**config.mk**
```make
export PLATFORM = sky130hd
export DESIGN_NAME = instr_fetch_flat
export DESIGN_NICKNAME = d
export VERILOG_FILES = /design/src/rtl/instr_fetch_if.sv /design/src/rtl/instr_fetch.sv /design/src/flat_wrapper.sv
export SDC_FILE = /design/constraint.sdc
export NUM_CORES = 1
export LEC_CHECK = 0
export ABC_AREA = 1
export CAP_MARGIN = 30
export CORE_ASPECT_RATIO = 1.2
export CORE_MARGIN = 2
export CORE_UTILIZATION = 46
export CTS_CLUSTER_DIAMETER = 60
export CTS_CLUSTER_SIZE = 16
export DETAILED_ROUTE_END_ITERATION = 10
export PLACE_DENSITY = 0.74
export SYNTH_ARGS = -nofsm -noshare
export SYNTH_HDL_FRONTEND = slang
export SYNTH_SLANG_ARGS = --single-unit
```
**constraint.sdc**
```tcl
create_clock -name clk -period 5.6 [get_ports clk]
set_clock_uncertainty 0.15 [all_clocks]
set_input_delay 0.56 -clock clk [delete_from_list [all_inputs] [get_ports clk]]
set_output_delay 0.56 -clock clk [all_outputs]
set_load 0.01 [all_outputs]
```
**src/rtl/instr_fetch_if.sv**
```systemverilog
// Instruction-memory request/response bus between the fetch unit (master) and memory (slave).
interface instr_fetch_if #(
   parameter int unsigned WIDTH = 32
);
   logic             imem_req;
   logic [WIDTH-1:0] imem_addr;
   logic             imem_gnt;
   logic             imem_rvalid;
   logic [31:0]      imem_rdata;

   modport master (
      output imem_req,
      output imem_addr,
      input  imem_gnt,
      input  imem_rvalid,
      input  imem_rdata
   );

   modport slave (
      input  imem_req,
      input  imem_addr,
      output imem_gnt,
      output imem_rvalid,
      output imem_rdata
   );
endinterface

```
**src/rtl/instr_fetch.sv**
```systemverilog
// Instruction fetch: single-outstanding imem reads into a small FIFO feeding decode.
// Optional misaligned-PC trap enabled by defining FETCH_MISALIGN_CHECK_EN (adds fetch_fault).
module instr_fetch #(
   parameter int unsigned WIDTH = 32,
   parameter int unsigned DEPTH = 2
) (
   input  logic             clk,
   input  logic             rst,
   input  logic [WIDTH-1:0] pc,
   output logic [WIDTH-1:0] next_pc,
   input  logic             redirect,
   input  logic [WIDTH-1:0] redirect_pc,
   instr_fetch_if.master    imem,
   output logic             instr_valid,
   input  logic             instr_ready,
   output logic [31:0]      instr,
   output logic [WIDTH-1:0] instr_pc
`ifdef FETCH_MISALIGN_CHECK_EN
   ,
   output logic             fetch_fault
`endif
);

   localparam int unsigned PTR_W = (DEPTH > 1) ? $clog2(DEPTH) : 1;
   localparam int unsigned CNT_W = PTR_W + 1;

   typedef enum logic [1:0] {IDLE, REQ, WAIT, DROP} state_e;

   state_e           state_q, state_d;
   logic [WIDTH-1:0] tag_q, tag_d;
   logic [PTR_W-1:0] rd_ptr_q, rd_ptr_d;
   logic [PTR_W-1:0] wr_ptr_q, wr_ptr_d;
   logic [CNT_W-1:0] count_q, count_d;
   logic [31:0]      data_q [DEPTH];
   logic [31:0]      data_d [DEPTH];
   logic [WIDTH-1:0] addr_q [DEPTH];
   logic [WIDTH-1:0] addr_d [DEPTH];

   logic             req_c;
   logic [WIDTH-1:0] next_pc_c;
   logic             push_c;
   logic             pop_c;
   logic             outstanding_c;
   logic             room_c;
   logic             fetch_ok_c;

`ifdef FETCH_MISALIGN_CHECK_EN
   logic fault_q, fault_d;
`endif

   // State and buffer registers
   always_ff @(posedge clk) begin
      if (rst) begin
         state_q  <= IDLE;
         tag_q    <= '0;
         rd_ptr_q <= '0;
         wr_ptr_q <= '0;
         count_q  <= '0;
         data_q   <= '{default: '0};
         addr_q   <= '{default: '0};
`ifdef FETCH_MISALIGN_CHECK_EN
         fault_q  <= 1'b0;
`endif
      end else begin
         state_q  <= state_d;
         tag_q    <= tag_d;
         rd_ptr_q <= rd_ptr_d;
         wr_ptr_q <= wr_ptr_d;
         count_q  <= count_d;
         data_q   <= data_d;
         addr_q   <= addr_d;
`ifdef FETCH_MISALIGN_CHECK_EN
         fault_q  <= fault_d;
`endif
      end
   end

   // Next-state, request and buffer-update logic
   always_comb begin
      state_d   = state_q;
      tag_d     = tag_q;
      rd_ptr_d  = rd_ptr_q;
      wr_ptr_d  = wr_ptr_q;
      count_d   = count_q;
      data_d    = data_q;
      addr_d    = addr_q;
      req_c     = 1'b0;
      next_pc_c = pc;
      push_c    = 1'b0;
      pop_c     = 1'b0;

      outstanding_c = (state_q == WAIT) || (state_q == DROP);
      room_c        = (count_q + CNT_W'(outstanding_c)) < CNT_W'(DEPTH);
`ifdef FETCH_MISALIGN_CHECK_EN
      fault_d    = fault_q;
      fetch_ok_c = !fault_q && (pc[1:0] == 2'b00);
`else
      fetch_ok_c = 1'b1;
`endif

      case (state_q)
         IDLE: state_d = REQ;
         REQ: begin
            if (redirect) begin
               // A grant seen alongside a redirect is treated as a read in flight.
               if (imem.imem_gnt) state_d = DROP;
            end else if (room_c && fetch_ok_c) begin
               req_c = 1'b1;
               if (imem.imem_gnt) begin
                  tag_d     = pc;
                  state_d   = WAIT;
                  next_pc_c = pc + WIDTH'(4);
               end
            end
`ifdef FETCH_MISALIGN_CHECK_EN
            if (!redirect && (pc[1:0] != 2'b00)) fault_d = 1'b1;
`endif
         end
         WAIT: begin
            if (imem.imem_rvalid) begin
               state_d = REQ;
               push_c  = !redirect;
            end else if (redirect) begin
               state_d = DROP;
            end
         end
         DROP: begin
            if (imem.imem_rvalid) state_d = REQ;
         end
         default: state_d = IDLE;
      endcase

      pop_c = (count_q != '0) && instr_ready && !redirect;

      if (redirect) begin
         next_pc_c = redirect_pc;
         rd_ptr_d  = wr_ptr_q;
         count_d   = '0;
`ifdef FETCH_MISALIGN_CHECK_EN
         fault_d   = 1'b0;
`endif
      end else begin
         if (push_c) begin
            data_d[wr_ptr_q] = imem.imem_rdata;
            addr_d[wr_ptr_q] = tag_q;
            wr_ptr_d         = wr_ptr_q + PTR_W'(1);
         end
         if (pop_c) rd_ptr_d = rd_ptr_q + PTR_W'(1);
         count_d = count_q + CNT_W'(push_c) - CNT_W'(pop_c);
      end

      // Reset holds the PC steady and keeps the bus quiet even before the first edge.
      if (rst) begin
         req_c     = 1'b0;
         next_pc_c = pc;
      end
   end

   assign next_pc        = next_pc_c;
   assign imem.imem_req  = req_c;
   assign imem.imem_addr = req_c ? pc : '0;
   assign instr_valid    = (count_q != '0);
   assign instr          = data_q[rd_ptr_q];
   assign instr_pc       = addr_q[rd_ptr_q];
`ifdef FETCH_MISALIGN_CHECK_EN
   assign fetch_fault    = fault_q;
`endif

endmodule
```
**src/flat_wrapper.sv**
```systemverilog
// flat-port wrapper written by rule: the top's interface ports become plain ports
module instr_fetch_flat 
#(
   parameter int unsigned WIDTH = 32,
   parameter int unsigned DEPTH = 2
)
  (clk, rst, pc, next_pc, redirect, redirect_pc, instr_valid, instr_ready, instr, instr_pc, imem_imem_req, imem_imem_addr, imem_imem_gnt, imem_imem_rvalid, imem_imem_rdata);
  instr_fetch_if #(.WIDTH(WIDTH)) imem_i ();
  input  logic clk;
  input  logic rst;
  input  logic [WIDTH-1:0] pc;
  output logic [WIDTH-1:0] next_pc;
  input  logic redirect;
  input  logic [WIDTH-1:0] redirect_pc;
  output logic instr_valid;
  input  logic instr_ready;
  output logic [31:0] instr;
  output logic [WIDTH-1:0] instr_pc;
  output wire logic [$bits(imem_i.imem_req)-1:0] imem_imem_req;
  output wire logic [$bits(imem_i.imem_addr)-1:0] imem_imem_addr;
  input wire logic [$bits(imem_i.imem_gnt)-1:0] imem_imem_gnt;
  input wire logic [$bits(imem_i.imem_rvalid)-1:0] imem_imem_rvalid;
  input wire logic [$bits(imem_i.imem_rdata)-1:0] imem_imem_rdata;
  assign imem_imem_req = imem_i.imem_req;
  assign imem_imem_addr = imem_i.imem_addr;
  assign imem_i.imem_gnt = imem_imem_gnt;
  assign imem_i.imem_rvalid = imem_imem_rvalid;
  assign imem_i.imem_rdata = imem_imem_rdata;
  instr_fetch #(.WIDTH(WIDTH), .DEPTH(DEPTH)) u_core (.clk(clk), .rst(rst), .pc(pc), .next_pc(next_pc), .redirect(redirect), .redirect_pc(redirect_pc), .imem(imem_i), .instr_valid(instr_valid), .instr_ready(instr_ready), .instr(instr), .instr_pc(instr_pc));
endmodule
```
==> results of run 1 <==
==> registers in the layout, summed over array words and instances, names as in the netlist <==
name / count
u_core.data_q: 64
u_core.wr_ptr_q: 1
u_core.addr_q: 64
u_core.state_q: 2
u_core.rd_ptr_q: 1
u_core.count_q: 2
u_core.tag_q: 32
==> cells in the mapped netlist, types with 2 or more instances <==
master	instances	share of area, %
a21oi_1	187	11
buf_1	3	0.13
buf_2	24	1.4
buf_4	5	0.45
buf_6	4	0.54
clkbuf_1	47	2.1
dfxtp_1	166	40
ha_1	6	0.90
inv_1	145	6.5
inv_2	3	0.13
inv_4	2	0.15
nand2_1	95	4.3
nand2_2	6	0.45
nand3_1	94	5.6
nand4_1	12	0.90
nor2_1	221	9.9
nor2_2	3	0.22
nor2_4	3	0.40
nor2_8	3	0.72
nor3_1	4	0.24
nor3_2	2	0.24
nor4_1	6	0.45
o211ai_1	11	0.99
o21ai_0	165	9.9
o21ai_1	6	0.36
o21bai_1	3	0.27
xor2_1	5	0.52
==> worst paths after layout <==
kind	start	to	cells after the start
worst max-delay path	pc[2]	next_pc[18]	11
worst min-delay path	u_core.data_q[4]	u_core.data_q[4]	2
worst max register to register	u_core.state_q[0]	u_core.addr_q[59]	9
worst min register to register	u_core.data_q[4]	u_core.data_q[4]	2
==> power groups by stage <==
stage	clock network [mW]	logic (mW)	registers, mW
floorplan	0	0.432	1.32
global placement	0	0.777	1.33
detailed placement	0	0.784	1.33
CTS	1.15	0.790	1.31
global route	1.20	0.868	1.32
finish	1.13	0.787	1.31
==> kinds of logic (layout without fill, tap and decap cells) <==
group | after synthesis | in the layout | share of synthesized area, %
AND/OR/NAND/NOR | 454 | 454 | 24.06
AO/OA/AOI/OAI | 377 | 377 | 23.10
buffers and inverters | 235 | 421 | 11.60
flip-flops | 166 | 166 | 39.71
adder cells (fa/ha/maj) | 6 | 6 | 0.8971
XOR/XNOR | 6 | 6 | 0.6280
other | 0 | 2 | 0
==> worst max-delay path, cell delays in order <==
cell and delay, ns:
clkdlybuf4s50_1 0.64, ha_1 0.25, nand3_1 0.15, nor2_1 0.16, nand3_1 0.19, nor2_1 0.25, nand2_1 0.08, a21oi_1 0.19
nand2_1 0.13, nand3_1 0.09, clkdlybuf4s50_1 0.54
==> placed cells by master, fill, tap and decap left out, types with 2 or more instances in the layout <==
cell and instances:
a21oi_1 187, buf_4 6, clkbuf_16 17, clkdlybuf4s50_1 231, clkinv_2 2, clkinv_4 4
clkinvlp_4 2, dfxtp_1 165, diode_2 2, ha_1 6, inv_1 145, inv_2 3
inv_4 3, inv_6 5, nand2_1 95, nand2_2 6, nand3_1 94, nand4_1 12
nor2_1 221, nor2_2 3, nor2_4 3, nor2_8 3, nor3_1 4, nor3_2 2
nor4_1 6, o211ai_1 11, o21ai_0 165, o21ai_1 6, o21bai_1 3, xor2_1 5
==> stage by stage <==
stage / utilization [%] / setup slack [ns] / hold WS, ns / instances / total power, mW
CTS: 62.07 / 1.663 / 0.3033 / 1654 / 3.250
global route: 62.10 / 1.426 / 0.3184 / 1656 / 3.383
detailed placement: 58.88 / 1.680 / 0.2937 / 1622 / 2.118
global placement: 58.88 / 1.686 / 0.2889 / 1622 / 2.109
finish: 62.10 / 1.666 / 0.3015 / 1656 / 3.223
floorplan: - / 3.161 / 0.2797 / 1244 / 1.749
==> layout make-up <==
type,instances,area (µm²)
Sequential cell,166,3327
Timing Repair Buffer,237,2357
Tap cell,224,280.3
Antenna cell,2,5.005
Inverter,152,583.1
Fill cell,1655,6838
Clock inverter,14,136.4
Clock buffer,18,439.2
Multi-Input combinational cell,843,4074
==> per-layer routing <==
metal | part of all wire (%) | global-route usage (%) | vias up
met2 | 48 | 41.53 | 288
met4 | 2.4 | 8.901 | 0
met1 | 43 | 31.17 | 3886
li1 | - | - | 4439
met5 | 0 | 0 | -
met3 | 5.7 | 5.126 | 42
==> flow_metrics.env, run 1 <==
export IMPL_grt_first_pass_wirelength_mm=38.42
export IMPL_grt_overflow=0
export IMPL_dieArea_um2=19290
export IMPL_ys_async_sr_fraction_pct=0
export IMPL_place_congestion=0.9533
export IMPL_outcome="finished, final reports clean"
export IMPL_rows=54
export IMPL_setup_viol=0
export IMPL_worst_slew_pin_slew_ns=1.017
export IMPL_synth_edf_count=0
export IMPL_cts_tree="done"
export IMPL_startpoint_type="primary input"
export IMPL_period_share_pct=70.24
export IMPL_cp_arrival_ns=3.22
export IMPL_synth_cells=1244
export IMPL_cts_buffer_depth=2
export IMPL_synth_fp_nets=1352
export IMPL_viasPerCell=5.226
export IMPL_numPortBuffers=231
export IMPL_initial_core_util_pct=46.39
export IMPL_synth_cell_area_um2=8368
export IMPL_fin_nets=1525
export IMPL_grt_max_degree=118
export IMPL_post_cts_resized=0
export IMPL_stdcell_area_um2=11200
export IMPL_cts_buffers=17
export IMPL_crit_path_end_kind="output pin"
export IMPL_drv_slew=0
export IMPL_coreArea_um2=18040
export IMPL_ys_warnings_count=0
export IMPL_cp_max_fo=6
export IMPL_p_comb_share_pct=24.4
export IMPL_cts_root_buf="clkbuf_16"
export IMPL_grt_pass1_vias=7835
export IMPL_grt_total_usage_pct=24.58
export IMPL_path_clk_slew_ns=0.06
export IMPL_fin_setup_tns_ns=0
export IMPL_pwr_share_seq_pct=40.6
export IMPL_post_cts_buffers=0
export IMPL_min_path_type="reg -> reg"
export IMPL_max_cap_violations=0
export IMPL_p_sw_uw=968.7
export IMPL_htree_levels=4
export IMPL_grt_antenna_before_repair=2
export IMPL_placed_cell_area_um2=10620
export IMPL_ys_types=40
export IMPL_syn_avg_cell_area_um2=6.727
export IMPL_grt_setup_unrepaired="no"
export IMPL_drive_gt1_share_pct=4.685
export IMPL_ys_ff_latch=166
export IMPL_pwr_share_clk_pct=35.0
export IMPL_area_growth_pct=33.87
export IMPL_crit_required_ns=4.89
export IMPL_drc_errors=0
export IMPL_routedWlPerCell_um=14.67
export IMPL_num_vias=8655
export IMPL_final_antenna_net_count=0
export IMPL_swShare_pct=30.05
export IMPL_power_leakage_nw=4.366
export IMPL_dieHeight_um=151.8
export IMPL_fin_crit_ns=3.934
export IMPL_ys_flop_type="dfxtp_1"
export IMPL_yosysSeqAreaShare_pct=39.71
export IMPL_ctsHoldBuffers=0
export IMPL_post_dp_hpwl_mm=16.93
export IMPL_die_width_um=127.1
export IMPL_numClockSinks=166
export IMPL_internal_power_mw=2.255
export IMPL_io_pin_count=232
export IMPL_power_density_nw_per_um2=287.7
export IMPL_clk_latency_ns=0.42
export IMPL_setup_worst_path_class="in -> out"
export IMPL_ir_drop_mv=0.2173
export IMPL_drt_initial_drc_count=619
export IMPL_dr_pass1_iters=5
export IMPL_wirelength_mm=24.30
export IMPL_clock_fmax_ghz=0.2542
export IMPL_rrSetupSlack_ns=2.60
export IMPL_slew_headroom_pct=32.18
export IMPL_hold_violations=0
Note: power is estimated with default switching activity, not from simulation.
==> run 2, diff against run 1 <==
- clock period: 5.6 -> 4.1 ns (I/O delays scaled with it)
==> flow_metrics.env, run 2 (synthesis results as in run 1) <==
export IMPL_rrSetupSlack_ns=1.03
export IMPL_cts_buffer_depth=2
export IMPL_htree_levels=4
export IMPL_viasPerCell=5.277
export IMPL_nFillCells=1678
export IMPL_io_pin_count=232
export IMPL_cpPeakStageDelay_ns=0.61
export IMPL_ir_drop_mv=0.2813
export IMPL_cts_tree="done"
export IMPL_pwr_share_clk_pct=34.9
export IMPL_startpoint_type="primary input"
export IMPL_final_cell_mix="231 x clkdlybuf4s50_1, 221 x nor2_1, 187 x a21oi_1"
export IMPL_swShare_pct=29.99
export IMPL_multi_input_area_um2=4074
export IMPL_post_cts_resized=0
export IMPL_regArea_um2=3327
export IMPL_cts_root_buf="clkbuf_16"
export IMPL_numPortBuffers=231
export IMPL_grt_antenna_before_repair=0
export IMPL_cp_top_family="buffers and inverters"
export IMPL_largestRegisters="u_core.addr_q: 64 flops, u_core.data_q: 64 flops, u_core.tag_q: 32 flops"
export IMPL_setup_worst_path_class="in -> out"
export IMPL_hold_path_end="u_core.addr_q[30]"
export IMPL_cp_max_fo=6
export IMPL_die_width_um=127.1
export IMPL_crit_required_ns=3.54
export IMPL_routedWlPerCell_um=14.75
export IMPL_p_comb_share_pct=24.7
export IMPL_drc_errors=0
export IMPL_finalNonFillerCells=1660
export IMPL_hp_start="u_core.addr_q[30]"
export IMPL_cp_slowest_cell="clkdlybuf4s50_1"
export IMPL_initial_core_util_pct=46.39
export IMPL_critPathBufInv=2
export IMPL_grt_setup_unrepaired="no"
export IMPL_path_common_cell="nand3_1"
export IMPL_fin_nets=1531
export IMPL_path_clk_slew_ns=0.06
export IMPL_fin_setup_tns_ns=0
export IMPL_ctsHoldBuffers=0
export IMPL_p_sw_mw=1.323
export IMPL_r2r_end="u_core.tag_q[9]"
export IMPL_power_leakage_nw=4.401
export IMPL_outcome="finished, final reports clean"
export IMPL_final_common_cell="clkdlybuf4s50_1"
export IMPL_max_cap_violations=0
export IMPL_setup_viol=0
export IMPL_final_antenna_net_count=0
export IMPL_cts_buffers=17
export IMPL_grt_first_pass_wirelength_mm=38.96
export IMPL_p_total_mw=4.413
export IMPL_power_density_nw_per_um2=391.9
export IMPL_worstReg2RegStart="u_core.state_q[0]"
export IMPL_dieArea_um2=19290
export IMPL_dr_pass1_iters=5
export IMPL_num_vias=8759
export IMPL_hold_violations=0
export IMPL_dieHeight_um=151.8
export IMPL_cp_cell_sequence="clkdlybuf4s50_1 -> ha_1 -> nand3_1 -> nor2_1 -> nand3_1 -> nor2_1 -> nand3_1 -> a21oi_1 -> nand2_1 -> nand2_1 -> clkdlybuf4s50_1"
export IMPL_wirelength_mm=24.48
export IMPL_slew_headroom_pct=40.93
export IMPL_grt_total_usage_pct=24.83
export IMPL_clock_fmax_ghz=0.2744
export IMPL_grt_max_degree=95
export IMPL_drv_slew=0
export IMPL_numClockSinks=166
export IMPL_coreArea_um2=18040
export IMPL_internal_power_mw=3.090
export IMPL_min_path_type="reg -> reg"
export IMPL_area_growth_pct=34.57
export IMPL_n_antenna_cell=0
export IMPL_crit_path_end_kind="output pin"
export IMPL_rows=54
export IMPL_post_cts_buffers=0
export IMPL_drive_gt1_share_pct=5.014
export IMPL_grt_pass1_vias=7946
export IMPL_grt_overflow=0
export IMPL_drt_initial_drc_count=596
export IMPL_hold_path_depth=2
export IMPL_hold_worst_slack_ns=0.3023
export IMPL_fin_crit_ns=3.645
export IMPL_clk_latency_ns=0.41
export IMPL_worst_slew_pin_slew_ns=0.8848
export IMPL_place_congestion=0.9473
export IMPL_cp_arrival_ns=3.08
export IMPL_reg2reg_depth=10
export IMPL_dp_cells=1628
export IMPL_period_share_pct=88.89
export IMPL_pwr_share_seq_pct=40.4
export IMPL_post_dp_hpwl_mm=17.04
[run 2: cell types whose count changed in the layout (fill, tap and decap cells not counted), moves of 2 or more]
cell      before  now
buf_4          6   11
clkinv_2       2    0
clkinv_4       4    7
diode_2        2    0
inv_6          5    3
[run 2: layer usage]
metal | wire, µm | part of all wire [%] | track usage [%]
met5 | 0 | 0 | 0
met4 | 516 | 2.1 | 7.582
met3 | 1559 | 6.4 | 5.337
met2 | 11840 | 48 | 43.31
met1 | 10570 | 43 | 30.86
[run 2: power groups by stage]
stage	logic (mW)	clock network [mW]	registers (mW)
floorplan	0.590	0	1.80
global placement	1.08	0	1.81
detailed placement	1.09	0	1.82
CTS	1.09	1.57	1.78
global route	1.20	1.64	1.80
finish	1.09	1.54	1.78
[run 2: metrics by stage]
stage | utilization (%) | area [µm²] | worst slack, ns
global placement | 59.20 | 10680 | 0.5734
global route | 62.42 | 11260 | 0.3073
detailed placement | 59.20 | 10680 | 0.5535
CTS | 62.42 | 11260 | 0.5308
finish | 62.42 | 11260 | 0.4554
floorplan | - | 8368 | 1.811
[run 2: area by class of cell]
cell class	instances	share of cell area [%]
clock buffer	19	3.933
clock inverter	13	1.233
inverter	152	5.178
multi-input combinational	843	36.18
sequential	166	29.54
tap	224	2.489
timing repair buffer	243	21.44
[run 2: tightest hold or removal path, stage by stage, from the launching register on]
cell     delay [ns]
dfxtp_1        0.30
inv_1          0.06
a21oi_1        0.05
[run 2: worst max-delay path by stage]
stage	cells past startpoint	to	startpoint
2_1_floorplan	10	imem_imem_addr[10]	u_core.state_q[0]
3_3_place_gp	11	next_pc[26]	pc[2]
3_5_place_dp	11	next_pc[26]	pc[2]
4_1_cts	11	next_pc[26]	pc[2]
5_1_grt	11	next_pc[18]	pc[2]
6_report	11	next_pc[26]	pc[2]
